`src/rtl/rca_arb_pkg.sv`:
```
// Shared constants for the rca32 sharing arbiter: datapath width, default
// requester count / ID width, and the bit layout of the packed response register.
package rca_arb_pkg;

   localparam int RCA_W    = 32;
   localparam int NREQ_DEF = 4;
   localparam int IDW_DEF  = 2;

   // Response register layout: {id, cout, sum}
   localparam int RSP_SUM_LSB  = 0;
   localparam int RSP_COUT_BIT = RCA_W;
   localparam int RSP_ID_LSB   = RCA_W + 1;

   // Total width of the packed response register for a given ID width
   function automatic int rsp_width(input int idw);
      return RCA_W + 1 + idw;
   endfunction

endpackage

```
`src/rtl/rca32.sv`:
```
// 32-bit ripple-carry adder: a chain of full adders from bit 0 upward.
module rca32
   import rca_arb_pkg::*;
(
   input  logic [RCA_W-1:0] i_a,
   input  logic [RCA_W-1:0] i_b,
   input  logic             i_cin,
   output logic [RCA_W-1:0] o_sum,
   output logic             o_cout
);

   // Bit-serial carry propagation through the full-adder chain
   always_comb begin
      logic [RCA_W:0] carry;
      carry    = '0;
      carry[0] = i_cin;
      o_sum    = '0;
      for (int i = 0; i < RCA_W; i++) begin
         o_sum[i]     = i_a[i] ^ i_b[i] ^ carry[i];
         carry[i + 1] = (i_a[i] & i_b[i]) | (carry[i] & (i_a[i] ^ i_b[i]));
      end
      o_cout = carry[RCA_W];
   end

endmodule

```
`src/rtl/rr_arb.sv`:
```
// Round-robin arbiter: searches the request vector starting one position
// after the last-grant pointer, wrapping modulo NREQ, and returns a one-hot
// grant, its encoded index and whether any request was found.
module rr_arb
   import rca_arb_pkg::*;
#(
   parameter int NREQ = NREQ_DEF,
   parameter int IDW  = IDW_DEF
)
(
   input  logic [NREQ-1:0] i_req,
   input  logic [IDW-1:0]  i_ptr,
   output logic [NREQ-1:0] o_grant,
   output logic [IDW-1:0]  o_idx,
   output logic            o_any
);

   // First active request after the pointer, with wrap-around
   always_comb begin
      logic [IDW-1:0] cand;
      o_grant = '0;
      o_idx   = '0;
      o_any   = 1'b0;
      cand    = '0;
      for (int k = 1; k <= NREQ; k++) begin
         cand = IDW'((int'(i_ptr) + k) % NREQ);
         if (!o_any && i_req[cand]) begin
            o_any         = 1'b1;
            o_grant[cand] = 1'b1;
            o_idx         = cand;
         end else begin
            o_any = o_any;
         end
      end
   end

endmodule

```
`src/rtl/rca32_share_arb.sv`:
```
// Shares a single rca32 among NREQ requesters with round-robin arbitration,
// per-requester valid/ready, and a single-entry registered response tagged
// with the requester ID. Accepts one add per cycle; the response register
// can drain and refill in the same cycle.
// Optional build macro: RCA_ARB_SUB_EN enables per-requester subtraction
// (req_sub selects a - b); without it req_sub is ignored.
module rca32_share_arb
   import rca_arb_pkg::*;
#(
   parameter int NREQ = NREQ_DEF,
   parameter int IDW  = IDW_DEF
)
(
   input  logic                  clk,
   input  logic                  rst_n,
   input  logic [NREQ-1:0]       req_valid,
   output logic [NREQ-1:0]       req_ready,
   input  logic [RCA_W*NREQ-1:0] req_a,
   input  logic [RCA_W*NREQ-1:0] req_b,
   input  logic [NREQ-1:0]       req_cin,
   input  logic [NREQ-1:0]       req_sub,
   output logic                  rsp_valid,
   input  logic                  rsp_ready,
   output logic [IDW-1:0]        rsp_id,
   output logic [RCA_W-1:0]      rsp_sum,
   output logic                  rsp_cout
);

   localparam int RSP_W = rsp_width(IDW);

   logic [NREQ-1:0]  w_grant;
   logic [IDW-1:0]   w_idx;
   logic             w_any;
   logic             w_accept;
   logic             w_xfer;
   logic [RCA_W-1:0] w_op_a;
   logic [RCA_W-1:0] w_op_b;
   logic             w_cin;
   logic [RCA_W-1:0] w_sum;
   logic             w_cout;

   logic [IDW-1:0]   r_ptr;
   logic             r_rsp_valid;
   logic [RSP_W-1:0] r_rsp;

   rr_arb #(
      .NREQ (NREQ),
      .IDW  (IDW)
   ) u_arb (
      .i_req   (req_valid),
      .i_ptr   (r_ptr),
      .o_grant (w_grant),
      .o_idx   (w_idx),
      .o_any   (w_any)
   );

   // Output register can take a new result when empty or being drained;
   // nothing is accepted while reset is held so no request sees a ready.
   assign w_accept  = rst_n & (~r_rsp_valid | rsp_ready);
   assign w_xfer    = w_any & w_accept;
   assign req_ready = w_grant & {NREQ{w_accept}};

`ifdef RCA_ARB_SUB_EN
   // Operand mux for the granted requester; subtract inverts B and forces carry-in
   always_comb begin
      w_op_a = req_a[int'(w_idx)*RCA_W +: RCA_W];
      if (req_sub[w_idx]) begin
         w_op_b = ~req_b[int'(w_idx)*RCA_W +: RCA_W];
         w_cin  = 1'b1;
      end else begin
         w_op_b = req_b[int'(w_idx)*RCA_W +: RCA_W];
         w_cin  = req_cin[w_idx];
      end
   end
`else
   logic w_unused_sub;
   assign w_unused_sub = ^req_sub;

   // Operand mux for the granted requester; add only
   always_comb begin
      w_op_a = req_a[int'(w_idx)*RCA_W +: RCA_W];
      w_op_b = req_b[int'(w_idx)*RCA_W +: RCA_W];
      w_cin  = req_cin[w_idx];
   end
`endif

   rca32 u_rca (
      .i_a    (w_op_a),
      .i_b    (w_op_b),
      .i_cin  (w_cin),
      .o_sum  (w_sum),
      .o_cout (w_cout)
   );

   // Response register and last-grant pointer; result held until handshake
   always_ff @(posedge clk) begin
      if (!rst_n) begin
         r_rsp_valid <= 1'b0;
         r_rsp       <= '0;
         r_ptr       <= IDW'(NREQ - 1);
      end else if (w_xfer) begin
         r_rsp_valid <= 1'b1;
         r_rsp       <= {w_idx, w_cout, w_sum};
         r_ptr       <= w_idx;
      end else if (rsp_ready) begin
         r_rsp_valid <= 1'b0;
      end else begin
         r_rsp_valid <= r_rsp_valid;
      end
   end

   assign rsp_valid = r_rsp_valid;
   assign rsp_sum   = r_rsp[RSP_SUM_LSB +: RCA_W];
   assign rsp_cout  = r_rsp[RSP_COUT_BIT];
   assign rsp_id    = r_rsp[RSP_ID_LSB +: IDW];

endmodule

```
`config.mk`:
```
export PLATFORM = sky130hd
export DESIGN_NAME = rca32_share_arb
export DESIGN_NICKNAME = d
export VERILOG_FILES = /design/src/rtl/rca_arb_pkg.sv /design/src/rtl/rca32.sv /design/src/rtl/rr_arb.sv /design/src/rtl/rca32_share_arb.sv
export SDC_FILE = /design/constraint.sdc
export NUM_CORES = 1
export LEC_CHECK = 0
export ABC_AREA = 0
export CAP_MARGIN = 20
export CORE_AREA = 3 3 120 122
export CTS_BUF_LIST = sky130_fd_sc_hd__clkbuf_8
export CTS_CLUSTER_DIAMETER = 100
export DETAILED_ROUTE_END_ITERATION = 16
export DIE_AREA = 0 0 123 125
export PLACE_DENSITY = 0.74
export REMOVE_ABC_BUFFERS = 1
export SYNTH_ARGS = -nofsm -noshare
export SYNTH_HDL_FRONTEND = slang
export SYNTH_SLANG_ARGS = --single-unit
```
`constraint.sdc`:
```
create_clock -name clk -period 23.3 [get_ports clk]
set_clock_uncertainty 0.2 [all_clocks]
set_input_delay 2.33 -clock clk [delete_from_list [all_inputs] [get_ports clk]]
set_output_delay 2.33 -clock clk [all_outputs]
set_load 0.02 [all_outputs]
```
==> out/results.ini <==
[setup_path]
reg2reg_depth = 46
crit_arrival_ps = 19350
crit_required_ps = 23240
cp-start-kind = input port
cp_slowest_cell = mux2i_1
cpMostUsedCell = fa_1
endpoint_kind = register
crit_fanout = 52
crit_type = in -> reg
cp_slowest_stage_delay_ps = 670

[min_path]
min_path_cells = 2
hold_path_class = reg -> reg

[power]
p_int_uw = 701
switchingPower_uw = 560
power_frac_clock_pct = 3.7
p_seq_share_pct = 8.5
switching_share_pct = 44.4
p_leak_uw = 0.00350
p_comb_share_pct = 87.9
power_density_mw_per_mm2 = 158
max-vdd-ir-drop_mv = 0.113

[placement]
dpl-instance-area_mm2 = 0.00788
place.port_buffers = 306
place_ws_ps = 3520
gp_congestion = 0.793
dp.final_hpwl_um = 13200
dp_cells = 880

[timing]
period_needed_ps = 19410
max_freq_ghz = 0.0515
period_share_pct = 83.3
slew_violations = 0
finalHoldViolCount = 0
rsz0062_at_grt = no
tightest_slew_ps = 819
max_slew_margin_pct = 43.8
layout_setup_ws_ps = 3890
setup_viol = 0

[routing]
dr.pass1.iters = 4
avgRoutedWirePerCell_um = 17.7
drtIter0Drc = 107
num_vias = 4440
ant_nets = 0
drt_wl_total_um = 15700
viasPerCell = 5.00
post-route-drc-count = 0

[floorplanning]
row_count = 42
die_h_um = 125
die_w_um = 123
die-area_mm2 = 0.0154
pin_count = 311
core_area_mm2 = 0.0133
initial_utilization_pct = 35.8

[synth]
ys_ff_latch = 38
ys_types = 35
avgSynthCellArea_um2 = 11.1
syn_inst = 429
synthesis.area_mm2 = 0.00476
yosysWarnings = 0
yosysTopAreaCell = mux2i_1
synth.top_cell.area_share_pct = 26.5
synth.yosys.seq_area_share_pct = 16.0
synth_area_leaders = mux2i_1, dfxtp_1, mux2_4, fa_1, o211a_1

[global_routing]
grt_pass1_vias = 4911
antenna_found_initial = 0
grt.overflow.total = 0
grt_pass1_wl_um = 24300
grt_start_max_net_pins = 70
track_usage_pct = 19.7

[cts]
clockRootBuffer = clkbuf_8
cts_tree = built
holdBufCountCts = 0
cts.sinks = 38
clk_latency_ps = 280
cts_max_level = 2
post-cts-setup-buffer-count = 0
ctsResizeCount = 0
cts_buffers = 5
cts.clk_slew.worst_paths_ps = 70
cts_buffer_depth = 2

[cells_and_area]
syn_to_final_growth_pct = 67.4
diodes = 0
fin_cells = 888
final_nets = 1020
drive_gt1_share_pct = 12.4
postLayoutCellArea_mm2 = 0.00797

[flow_run]
drv_cap = 0

[status]
status = complete, no violations

## layout make-up
class	instances	area, um^2
Fill cell	1142	5320
Multi-Input combinational cell	349	3780
Timing Repair Buffer	311	3100
Sequential cell	38	761
Tap cell	176	220
Clock buffer	6	82.6
Inverter	6	22.5
Clock inverter	2	8.76
## flip-flops by register name (all words and copies together), names as in the netlist
name,count
rsp_valid,1
r_ptr,2
r_rsp,35
## cells by family (layout without fill, tap and decap cells)
family	Yosys count	count (layout)	synth area share [%]
muxes	195	195	48.1
AOI/OAI and AO/OA	57	57	10.5
buffers and inverters	42	325	5.23
DFF	38	38	16.0
adders and majority gates	38	38	15.0
and+or+nand+nor	59	59	5.25
## power groups by stage
| stage | registers, uW | logic [uW] | clock network [uW] |
|---|---|---|---|
| floorplan | 132 | 986 | 0 |
| global placement | 106 | 1090 | 0 |
| detailed placement | 108 | 1130 | 0 |
| CTS | 107 | 1130 | 48.5 |
| global route | 111 | 1240 | 51.3 |
| finish | 107 | 1110 | 46.4 |
## placed cells by master, fill, tap and decap left out, types with 4 or more instances in the layout
| master | netlist | routed |
|---|---|---|
| ha_1 | 6 | 6 |
| fa_1 | 32 | 32 |
| clkbuf_8 | 0 | 6 |
| mux4_2 | 7 | 7 |
| a221oi_1 | 6 | 6 |
| inv_1 | 5 | 6 |
| buf_4 | 4 | 5 |
| mux2i_1 | 126 | 126 |
| o211a_1 | 31 | 31 |
| o21ai_0 | 5 | 5 |
| nand2_1 | 39 | 39 |
| dfxtp_1 | 38 | 38 |
| mux2_2 | 16 | 16 |
| mux2_4 | 46 | 46 |
| a22oi_1 | 4 | 4 |
| nor2_1 | 11 | 10 |
| clkdlybuf4s50_1 | 0 | 305 |
## final timing paths
kind / startpoint / endpoint / slack, ps
worst max-delay path: req_valid[3] / r_rsp[31] / 3890
worst min-delay path: r_rsp[16] / r_rsp[16] / 270
worst max register to register: r_ptr[0] / r_rsp[31] / 5180
worst min register to register: r_rsp[16] / r_rsp[16] / 270
## per-layer routing
metal	up-vias	track usage, %	part of all wire (%)
li1	2145	-	-
met1	2106	21.7	37
met2	169	38.3	55
met3	20	3.88	6.5
met4	0	4.50	2.0
met5	-	0	0
## synth_stat cells
master	count
buf_2	13
o21ai_1	2
nor3_1	1
inv_1	5
mux2_4	46
or3_1	1
mux2i_1	126
and2_1	1
buf_6	8
dfxtp_1	38
o21a_1	1
nand2b_1	2
ha_1	6
clkbuf_1	11
o21ai_0	5
a221oi_1	6
nor2b_4	1
or2_2	1
mux4_2	7
a32o_2	1
o211a_1	31
a21boi_0	1
o211ai_1	2
fa_1	32
a22oi_1	4
nor4_1	1
clkinv_1	1
nor2b_1	1
o22a_1	1
buf_4	4
nand2_1	39
mux2_2	16
o21ba_2	1
nor2_1	11
a21oi_1	2
## worst max-delay path, delay by kind of cell
family / cells / cell delay [ps]
simple gates: 1 / 70
buf+inv: 5 / 1550
compound gates: 3 / 430
fa+ha+maj: 32 / 13720
mux: 4 / 1250
## per-stage QoR
step | hold slack (ps) | util [%] | power, uW | setup TNS [ps]
floorplan | 331 | - | 1120 | -11180
global placement | 247 | 59.3 | 1200 | 0
detailed placement | 263 | 59.3 | 1230 | 0
CTS | 273 | 60.0 | 1290 | 0
global route | 313 | 60.0 | 1400 | 0
finish | 268 | 60.0 | 1260 | 0
No activity file was read; power rests on OpenSTA's default activity.
==> patch (config.mk and constraints unchanged) <==
Set the package constant `NREQ_DEF` to 2 (it was 4).
--- a/src/rtl/rca_arb_pkg.sv
+++ b/src/rtl/rca_arb_pkg.sv
@@ -5,3 +5,3 @@
    localparam int RCA_W    = 32;
-   localparam int NREQ_DEF = 4;
+   localparam int NREQ_DEF = 2;
    localparam int IDW_DEF  = 2;
Interface: changed (6 resized); port bits go from 311 to 175. No check against the original RTL was run, so the function may have changed too.
==> patch against the original RTL <==
  * Sequential share of layout area rose by 5.8 points
  * Via count fell by 44%
  * Setup slack improved by 2700 ps
  * Synthesized area fell by 42%
  * Non-clock buffer count fell by 134
  * Count of clock-buffer cells in the layout rose by 1
  * Routed wire length fell by 45%
  * Core utilization fell by 25 points
  * Sequential cell count fell by 2
  * Worst hold slack got worse by 6.2 ps
  * Final area fell by 41%
  * Critical path type unchanged
Power is left out: it rests on default switching activity, and per cell area and clock period it moved more than threefold.
==> patch: results (changes against the original RTL) <==
| Metric | Value |
|---|---|
| WL/cell | `14.9 um (was 17.7 um)` |
| Min-delay src | `r_rsp[31]$_SDFFE_PN0P_ (was r_rsp[16]$_SDFFE_PN0P_)` |
| DR vias | `2,488 (was 4,440)` |
| Seq cells | `36 (was 38)` |
| Inverters, non-clock | `4 (was 6)` |
| Critical Path Start | `req_valid[1] (was req_valid[3])` |
| Multi-In Gates | `181 (was 349)` |
| Slew at the pin closest to its max-slew limit | `677 ps (was 819 ps)` |
| Share of layout cells above drive strength 1 | `5.19% (was 12.4%)` |
| Placer Congestion | `0.688 (was 0.793)` |
| Drt initial violations | `68 (was 107)` |
| Seq/Total Area, Yosys | `26.1% (was 16.0%)` |
| Finished Layout Cells | `581 (was 888)` |
| First-pass GRT wire length | `13.5 mm (was 24.3 mm)` |
| Multi-input gate share of total cell area | `40.4% (was 47.4%)` |
| Sequential cell area | `721 sq um (was 761 sq um)` |
| Hold EP | `r_rsp[31]$_SDFFE_PN0P_ (was r_rsp[16]$_SDFFE_PN0P_)` |
| Largest net degree at the start of global routing | `42 (was 70)` |
| Hold_ws | `262 ps (was 268 ps)` |
| Crit path DAT | `16,660 ps (was 19,350 ps)` |
| Vias in the first global route | `2,747 (was 4,911)` |
| GRT Total Usage | `11.1% (was 19.7%)` |
| Synth top area cells | `dfxtp_1 26%, fa_1 23%, mux2i_1 23%, o211a_1 11%, nand3_1 5.4% (was mux2i_1 26%, dfxtp_1 16%, mux2_4 14%, fa_1 13%, o211a_1 6.5%)` |
| # port buffers | `171 (was 306)` |
| Clock Buffer Count | `7 (was 6)` |
| HPWL Detailed | `6.96 mm (was 13.2 mm)` |
| Worst slack, placed | `6120 ps (was 3520 ps)` |
| Non-clock buffer total of the final layout | `177 (was 311)` |
| Critical Path Fanout Max | `29 (was 52)` |
| Library cells used by synthesis | `23 (was 35)` |
| Signal buffers share of area | `37.3% (was 38.8%)` |
| Status | `finished clean (unchanged)` |
| R2R depth | `40 (was 46)` |
| Final net count | `574 (was 1,020)` |
| Max FFs per register | `34 (was 35)` |
-- patch: cell types whose count changed in the layout (fill, tap and decap cells not counted), moves of 7 or more --
cell	unedited run	this run
mux2_2	16	4
mux4_2	7	0
nand2_1	39	7
mux2i_1	126	64
nor2_1	10	2
clkdlybuf4s50_1	305	170
mux2_4	46	0
nand3_1	0	30
-- patch: logic make-up (layout without fill, tap and decap cells) --
logic type / count (synthesis) / count (layout) / synth area share, %
mux: 68 / 68 / 24.8
other cells: 1 / 1 / 0.136
simple gates: 44 / 44 / 7.78
fa+ha+maj: 32 / 32 / 23.2
compound gates: 36 / 36 / 12.3
buf+inv: 28 / 188 / 5.79
flops: 36 / 36 / 26.1
-- patch: metal layers --
metal | up-vias | routed length [um] | GRT usage (%)
met4 | 0 | 75 | 2.21
li1 | 1195 | - | -
met3 | 7 | 1000 | 4.43
met1 | 1167 | 3160 | 11.7
met2 | 119 | 4420 | 20.7
met5 | - | 0 | 0
